===== config.mk =====
export PLATFORM = sky130hd
export DESIGN_NAME = fifo_write_packer
export DESIGN_NICKNAME = d
export VERILOG_FILES = /design/src/rtl/fifo_write_packer.sv
export SDC_FILE = /design/constraint.sdc
export NUM_CORES = 1
export LEC_CHECK = 0
export ABC_AREA = 1
export CAP_MARGIN = 0
export CELL_PAD_IN_SITES_DETAIL_PLACEMENT = 1
export CELL_PAD_IN_SITES_GLOBAL_PLACEMENT = 1
export CORE_MARGIN = 3
export CORE_UTILIZATION = 43
export CTS_CLUSTER_DIAMETER = 120
export DETAILED_ROUTE_END_ITERATION = 10
export GPL_ROUTABILITY_DRIVEN = 0
export HOLD_SLACK_MARGIN = 0.1
export PLACE_DENSITY_LB_ADDON = 0.1
export RECOVER_POWER = 50
export SYNTH_ARGS = -nofsm -noshare
export SYNTH_HDL_FRONTEND = slang
export SYNTH_SLANG_ARGS = --single-unit

===== constraint.sdc =====
create_clock -name wclk -period 10.9 [get_ports wclk]
set_input_delay 1.09 -clock wclk [delete_from_list [all_inputs] [get_ports wclk]]
set_output_delay 1.09 -clock wclk [all_outputs]
set_load 0.01 [all_outputs]

===== src/rtl/fifo_write_packer.sv =====
// Write-side packer of the interface FIFO: packs DATA_WIDTH words into FIFO_WIDTH entries and owns the write pointers.
// Define FIFO_WRITE_PACKER_LANE_MASK_EN to add the per-lane wmask output registered alongside wdata.
module fifo_write_packer #(
    parameter int DATA_WIDTH      = 16,
    parameter int FIFO_WIDTH      = 64,
    parameter int DEPTH           = 16,
    parameter int FIFO_ADDR_WIDTH = $clog2(DEPTH)
) (
    input  logic                             wclk,
    input  logic                             reset,
    input  logic [DATA_WIDTH-1:0]            in_data,
    input  logic                             in_valid,
    input  logic                             in_last,
    output logic                             in_ready,
    input  logic [FIFO_ADDR_WIDTH:0]         wq2_rptr,
    output logic                             winc,
    output logic [FIFO_ADDR_WIDTH-1:0]       waddr,
    output logic [FIFO_WIDTH-1:0]            wdata,
    output logic                             wfull,
`ifdef FIFO_WRITE_PACKER_LANE_MASK_EN
    output logic [FIFO_WIDTH/DATA_WIDTH-1:0] wmask,
`endif
    output logic [FIFO_ADDR_WIDTH:0]         wptr
);
    localparam int PACK   = FIFO_WIDTH / DATA_WIDTH;
    localparam int LANE_W = (PACK > 1) ? $clog2(PACK) : 1;
    localparam logic [LANE_W-1:0] LAST_LANE = LANE_W'(PACK - 1);
    // A full FIFO shows the read pointer with its two top Gray bits inverted.
    localparam logic [FIFO_ADDR_WIDTH:0] FULL_FLIP =
        (FIFO_ADDR_WIDTH + 1)'(3) << (FIFO_ADDR_WIDTH - 1);

    logic [LANE_W-1:0]          r_lane;
    logic [FIFO_WIDTH-1:0]      r_pack;
    logic [FIFO_WIDTH-1:0]      r_wdata;
    logic                       r_winc;
    logic                       r_wfull;
    logic [FIFO_ADDR_WIDTH:0]   r_wbin;
    logic [FIFO_ADDR_WIDTH:0]   r_wptr;

    logic                       w_accept;
    logic                       w_complete;
    logic                       w_drain;
    logic [FIFO_WIDTH-1:0]      w_merged;
    logic [FIFO_ADDR_WIDTH:0]   w_bin_next;
    logic [FIFO_ADDR_WIDTH:0]   w_gray_next;
    logic                       w_full_next;

    // Ready depends only on registered state, never on the incoming beat.
    assign in_ready   = !(r_winc && r_wfull);
    assign w_accept   = in_valid && in_ready;
    assign w_complete = w_accept && ((r_lane == LAST_LANE) || in_last);
    assign w_drain    = r_winc && !r_wfull;

    always_comb begin
        w_merged = r_pack;
        for (int i = 0; i < PACK; i++) begin
            if (r_lane == LANE_W'(i)) begin
                w_merged[i*DATA_WIDTH +: DATA_WIDTH] = in_data;
            end
        end
    end

    assign w_bin_next  = r_wbin + (FIFO_ADDR_WIDTH + 1)'(w_drain);
    assign w_gray_next = w_bin_next ^ (w_bin_next >> 1);
    assign w_full_next = (w_gray_next == (wq2_rptr ^ FULL_FLIP));

    always_ff @(posedge wclk or posedge reset) begin
        if (reset) begin
            r_lane  <= '0;
            r_pack  <= '0;
            r_wdata <= '0;
            r_winc  <= 1'b0;
            r_wfull <= 1'b0;
            r_wbin  <= '0;
            r_wptr  <= '0;
        end else begin
            if (w_accept) begin
                if (w_complete) begin
                    r_lane <= '0;
                    r_pack <= '0;
                end else begin
                    r_lane <= r_lane + LANE_W'(1);
                    r_pack <= w_merged;
                end
            end
            // A completion in a drain cycle replaces the entry leaving the stage.
            if (w_complete) begin
                r_wdata <= w_merged;
                r_winc  <= 1'b1;
            end else if (w_drain) begin
                r_winc  <= 1'b0;
            end
            r_wbin  <= w_bin_next;
            r_wptr  <= w_gray_next;
            r_wfull <= w_full_next;
        end
    end

`ifdef FIFO_WRITE_PACKER_LANE_MASK_EN
    logic [PACK-1:0] r_wmask;
    logic [PACK-1:0] w_lane_mask;

    always_comb begin
        w_lane_mask = '0;
        for (int i = 0; i < PACK; i++) begin
            w_lane_mask[i] = (LANE_W'(i) <= r_lane);
        end
    end

    always_ff @(posedge wclk or posedge reset) begin
        if (reset) begin
            r_wmask <= '0;
        end else if (w_complete) begin
            r_wmask <= w_lane_mask;
        end
    end

    assign wmask = r_wmask;
`endif

    assign winc  = r_winc;
    assign waddr = r_wbin[FIFO_ADDR_WIDTH-1:0];
    assign wdata = r_wdata;
    assign wfull = r_wfull;
    assign wptr  = r_wptr;

endmodule


* Yosys cells after proc, flatten, opt, wreduce, memory -nomap -nowiden *
Index checks and enable logic that the tools add are counted.

cells by class
  $add $sub $neg = 2
  equality and inequality tests = 4
  mux-type cells = 8
  bitwise gates (word level) = 2
  reduce and logical (&&, ||, !) cells = 9

operators by type and width
  kind                 count
  $mux 16              4
  $mux 64              1
  $add 5x1->5          1
  $eq 5x5->1           1
  $xor 5x4->5          1
  $eq 2x2->1 const B   2
  $logic_and 1x1->1    4
  $add 2x1->2 const B  1
  $eq 2x1->1 const B   1
  $logic_not 1->1      2
  $logic_not 2->1      1
  $mux 1               2
  $mux 2               1
  $not 2->2            1
  $reduce_bool 2->1    1
  $logic_or 1x1->1     1

word-level totals
  flip-flop bits (word level) = 142
  output and inout bits = 76

* Depth between registers and ports, before layout *
  depth in word-level cells = 5
  depth in mapped cells = 14
  mapped depth without buffers = 14

* Worst setup path after synthesis *
No wires, ideal clock.

  path kind = input to register
  start point = input in_valid
  end point = register r_wdata[35] (netlist: wdata[35])
  data arrival time = 1823 ps
  required time = 10770 ps
  setup slack = 8946 ps
  stages = 7
  path through = nand2_1 -> nor2_4 -> inv_2 -> buf_4 -> buf_4 -> nand2_1 -> o21ai_1

between the ends
  word-level cells in the longest chain between the ends = 2

RTL lines
  what                    line  text
  start: declaration      12    input logic in_valid,
  $logic_and 1x1->1       50    assign w_accept = in_valid && in_ready;
  $logic_and 1x1->1       51    assign w_complete = w_accept && ((r_lane == LAST_LANE) || in_last);
  end signal: assignment  88    r_wdata <= w_merged;
  end: declaration        34    logic [FIFO_WIDTH-1:0] r_wdata;

Every way passes these cells.
A chain may end at the register's enable or synchronous reset.

* Worst setup path after layout *
  start point = input in_last
  end point = register r_wdata[44] (netlist: wdata[44])

between the ends
  word-level cells in the longest chain between the ends = 2

RTL lines
  what                line  text
  start: declaration  13    input logic in_last,
  $logic_or 1x1->1    51
  $logic_and 1x1->1   51

Every way passes these cells.

==> qor.csv <==
stage,metric,value,unit
synthesis,Post-Synthesis Cells,744,
placed_design,dpl hpwl,11.1,mm
hold_path,path category of the worst min-delay check,reg2reg,
synthesis,Syn Area/Cell,8.27,µm²
power_and_ir_drop,LEAKAGE,3.81,nW
floorplanning,Initial Util,0.441,
status,failing checks,"capacitance limit, slew limit",
grt,GRT Total Usage,0.226,
cells_and_area,Area Overhead vs Synth,26.7,%
synthesis,Synth Warn #,0,
floorplanning,Die X,126,µm
drt,ANT nets after route,0,
clock_network,CTS tree,done,
placed_design,Placed Instances,990,
synthesis,"Seq/Total Area, Yosys",0.574,
grt,vias in the first global route,5543,
synthesis,Synth area leader,dfrtp_1,
timing,"Slew Viols, Final",182,
setup_path,worst r2r src,r_lane[0],
synthesis,synth unique cells,20,
setup_path,critical path arrival,6220,ps
drt,DRC viols,0,
setup_path,worst-path maximum fanout,63,
timing,clock skew,5.68,ps
floorplanning,core area,13900,µm²
floorplanning,Core Rows,43,
setup_path,kind of critical path,in2reg,
synthesis,Synth area leaders,"dfrtp_1 (57%), nand2_1 (16%), o21ai_0 (5.9%)",
timing,relative slew slack,-1.46,
clock_network,total CTS buffers,17,
floorplanning,number of I/O pins,101,
clock_network,CTS root buffer,clkbuf_16,
timing,post-layout min period,5930,ps
placed_design,Port Buffers,100,
job,maxcap violations,3,
setup_path,"reg-to-reg slack, setup",5290,ps
drt,total detailed-routing wirelength,17.2,mm
cells_and_area,Final Util,0.559,
synthesis,syn nets,775,
timing,# setup viols final,0,
power_and_ir_drop,Sw Ratio,0.355,
clock_network,Bufs on Longest Clock Path,2,
timing,final hold slack,464,ps
drt,iteration-0 DRC count of the detailed router,399,
status,status,"finished, violations left",
power_and_ir_drop,clock network fraction of total power,0.275,
drt,WL/cell,16.8,µm
cells_and_area,n_diodes,0,
clock_network,clk sinks,141,
synthesis,post-synthesis instance area,6150,µm²
grt,initial antenna violation count,0,
clock_network,cts hold-fix bufs,0,
timing,final setup TNS,0,ps
power_and_ir_drop,P_int,1.32,mW
setup_path,Required @ worst endpoint,11190,ps
clock_network,setup bufs post-CTS,0,
grt,pin count of the biggest net entering global routing,84,
synthesis,top cell type's share of synthesized area,0.574,
setup_path,crit start category,input port,
clock_network,clk slew on worst S/H paths,60,ps
drt,Vias,5222,
grt,gr ovfl total,0,
power_and_ir_drop,share of power burned in combinational logic,0.353,
power_and_ir_drop,Worst VDD drop,0.124,mV
timing,RSZ-0062 raised after global routing,false,
clock_network,clock latency on the worst-skew pair,420,ps
grt,first-pass GRT wire length,28.2,mm
setup_path,Worst Setup End Kind,flop,
timing,Tightest Pin Transition,3670,ps
clock_network,Post-CTS Resized,0,
cells_and_area,Nets,860,
setup_path,Reg2Reg Capture Point,wdata[44],
power_and_ir_drop,sequential share of power,0.372,
power_and_ir_drop,sw power,0.727,mW
cells_and_area,layout cells sized above 1,0.0452,
floorplanning,Die ar.,15800,µm²
timing,maximum clock frequency,0.169,GHz
clock_network,H-tree Lvls,4,
setup_path,Critical path origin,in_last,
cells_and_area,non-filler instance count after layout,1021,
floorplanning,die height,126,µm
setup_path,R2R depth,10,
synthesis,flip-flop and latch count after synthesis,141,
timing,fin crit share,0.544,
timing,Final Hold Fails,0,
power_and_ir_drop,Pwr per Cell Area,263,nW/µm²
setup_path,Setup crit end,wdata[44],
drt,DRT Pass-1 Iters,4,
drt,post-DR vias/cell,5.11,
-- final cells by class --
cell class | count | area, µm²
fill | 1652 | 6140
sequential | 141 | 3530
multi-input combinational | 465 | 2060
timing repair buffer | 106 | 1040
clock buffer | 23 | 478
inverter | 98 | 369
tap | 180 | 225
clock inverter | 8 | 90.1
-- how the worst min path moves through the flow --
stage / from / to / cells after the start
floorplan: r_pack[48] / r_pack[48] / 2
global placement: wdata[3] / wdata[3] / 2
detailed placement: wdata[6] / wdata[6] / 2
CTS: wdata[6] / wdata[6] / 2
global route: wdata[6] / wdata[6] / 2
finish: wdata[6] / wdata[6] / 2
-- state kept, by name, indices dropped and copies added (netlist names) --
name    flops
r_lane      2
r_pack     64
r_wbin      5
wdata      64
wfull       1
winc        1
wptr        4
-- power by group through the flow --
stage	clock network [mW]	logic, mW	registers [mW]
6_report	0.563	0.722	0.762
5_1_grt	0.597	0.812	0.782
4_1_cts	0.575	0.766	0.767
3_5_place_dp	0	0.755	0.772
3_3_place_gp	0	0.726	0.765
2_1_floorplan	0	0.380	0.804
-- metal layers --
metal,global-route usage,vias up,part of all wire
met5,0,-,0
met1,0.302,2585,0.44
met3,0.0543,25,0.055
met2,0.369,110,0.49
li1,-,2502,-
met4,0.0663,0,0.016
-- critical path, stage by stage --
cell           delay (ps)
dlygate4sd3_1         540
nor2_2                 30
clkbuf_1              620
nor2_4                260
clkbuf_1             1950
inv_2                 910
buf_4                 560
nand2_1               130
o21ai_1                70
-- cell families (layout without fill, tap and decap cells) --
group | count (synthesis) | in the layout | share of synthesized area
compound gates | 132 | 132 | 0.111
fa+ha+maj | 6 | 6 | 0.0122
buf+inv | 138 | 235 | 0.0909
flops | 141 | 141 | 0.574
simple gates | 327 | 327 | 0.212
-- through the flow --
stage	area [µm²]	setup slack (ps)	power [mW]
after detailed placement	7230	7130	1.53
final	7790	4970	2.05
after global routing	7790	4490	2.19
after global placement	7230	7210	1.49
after CTS	7800	7540	2.11
after floorplan	6150	6030	1.18
-- synthesized netlist by cell type (all sizes together) --
cell and number:
o22ai 18, nand3 39, clkbuf 24, nand2 260
ha 6, nor2 22, o21ai 113, inv 98
nand3b 2, a21oi 1, dfrtp 141, buf 16
nand4 4
-- placed cells by master, fill, tap and decap left out --
cell	n
a21oi_1	1
buf_4	4
bufinv_16	2
clkbuf_1	5
clkbuf_16	17
clkbuf_8	3
clkdlybuf4s50_1	35
clkinv_2	6
clkinvlp_2	1
dfrtp_1	141
dlygate4sd3_1	65
ha_1	6
inv_1	94
inv_2	3
nand2_1	260
nand3_1	39
nand3b_1	2
nand4_1	4
nor2_1	20
nor2_2	1
nor2_4	1
o21ai_0	77
o21ai_1	36
o22ai_1	18
(Power assumes the default switching activity.)
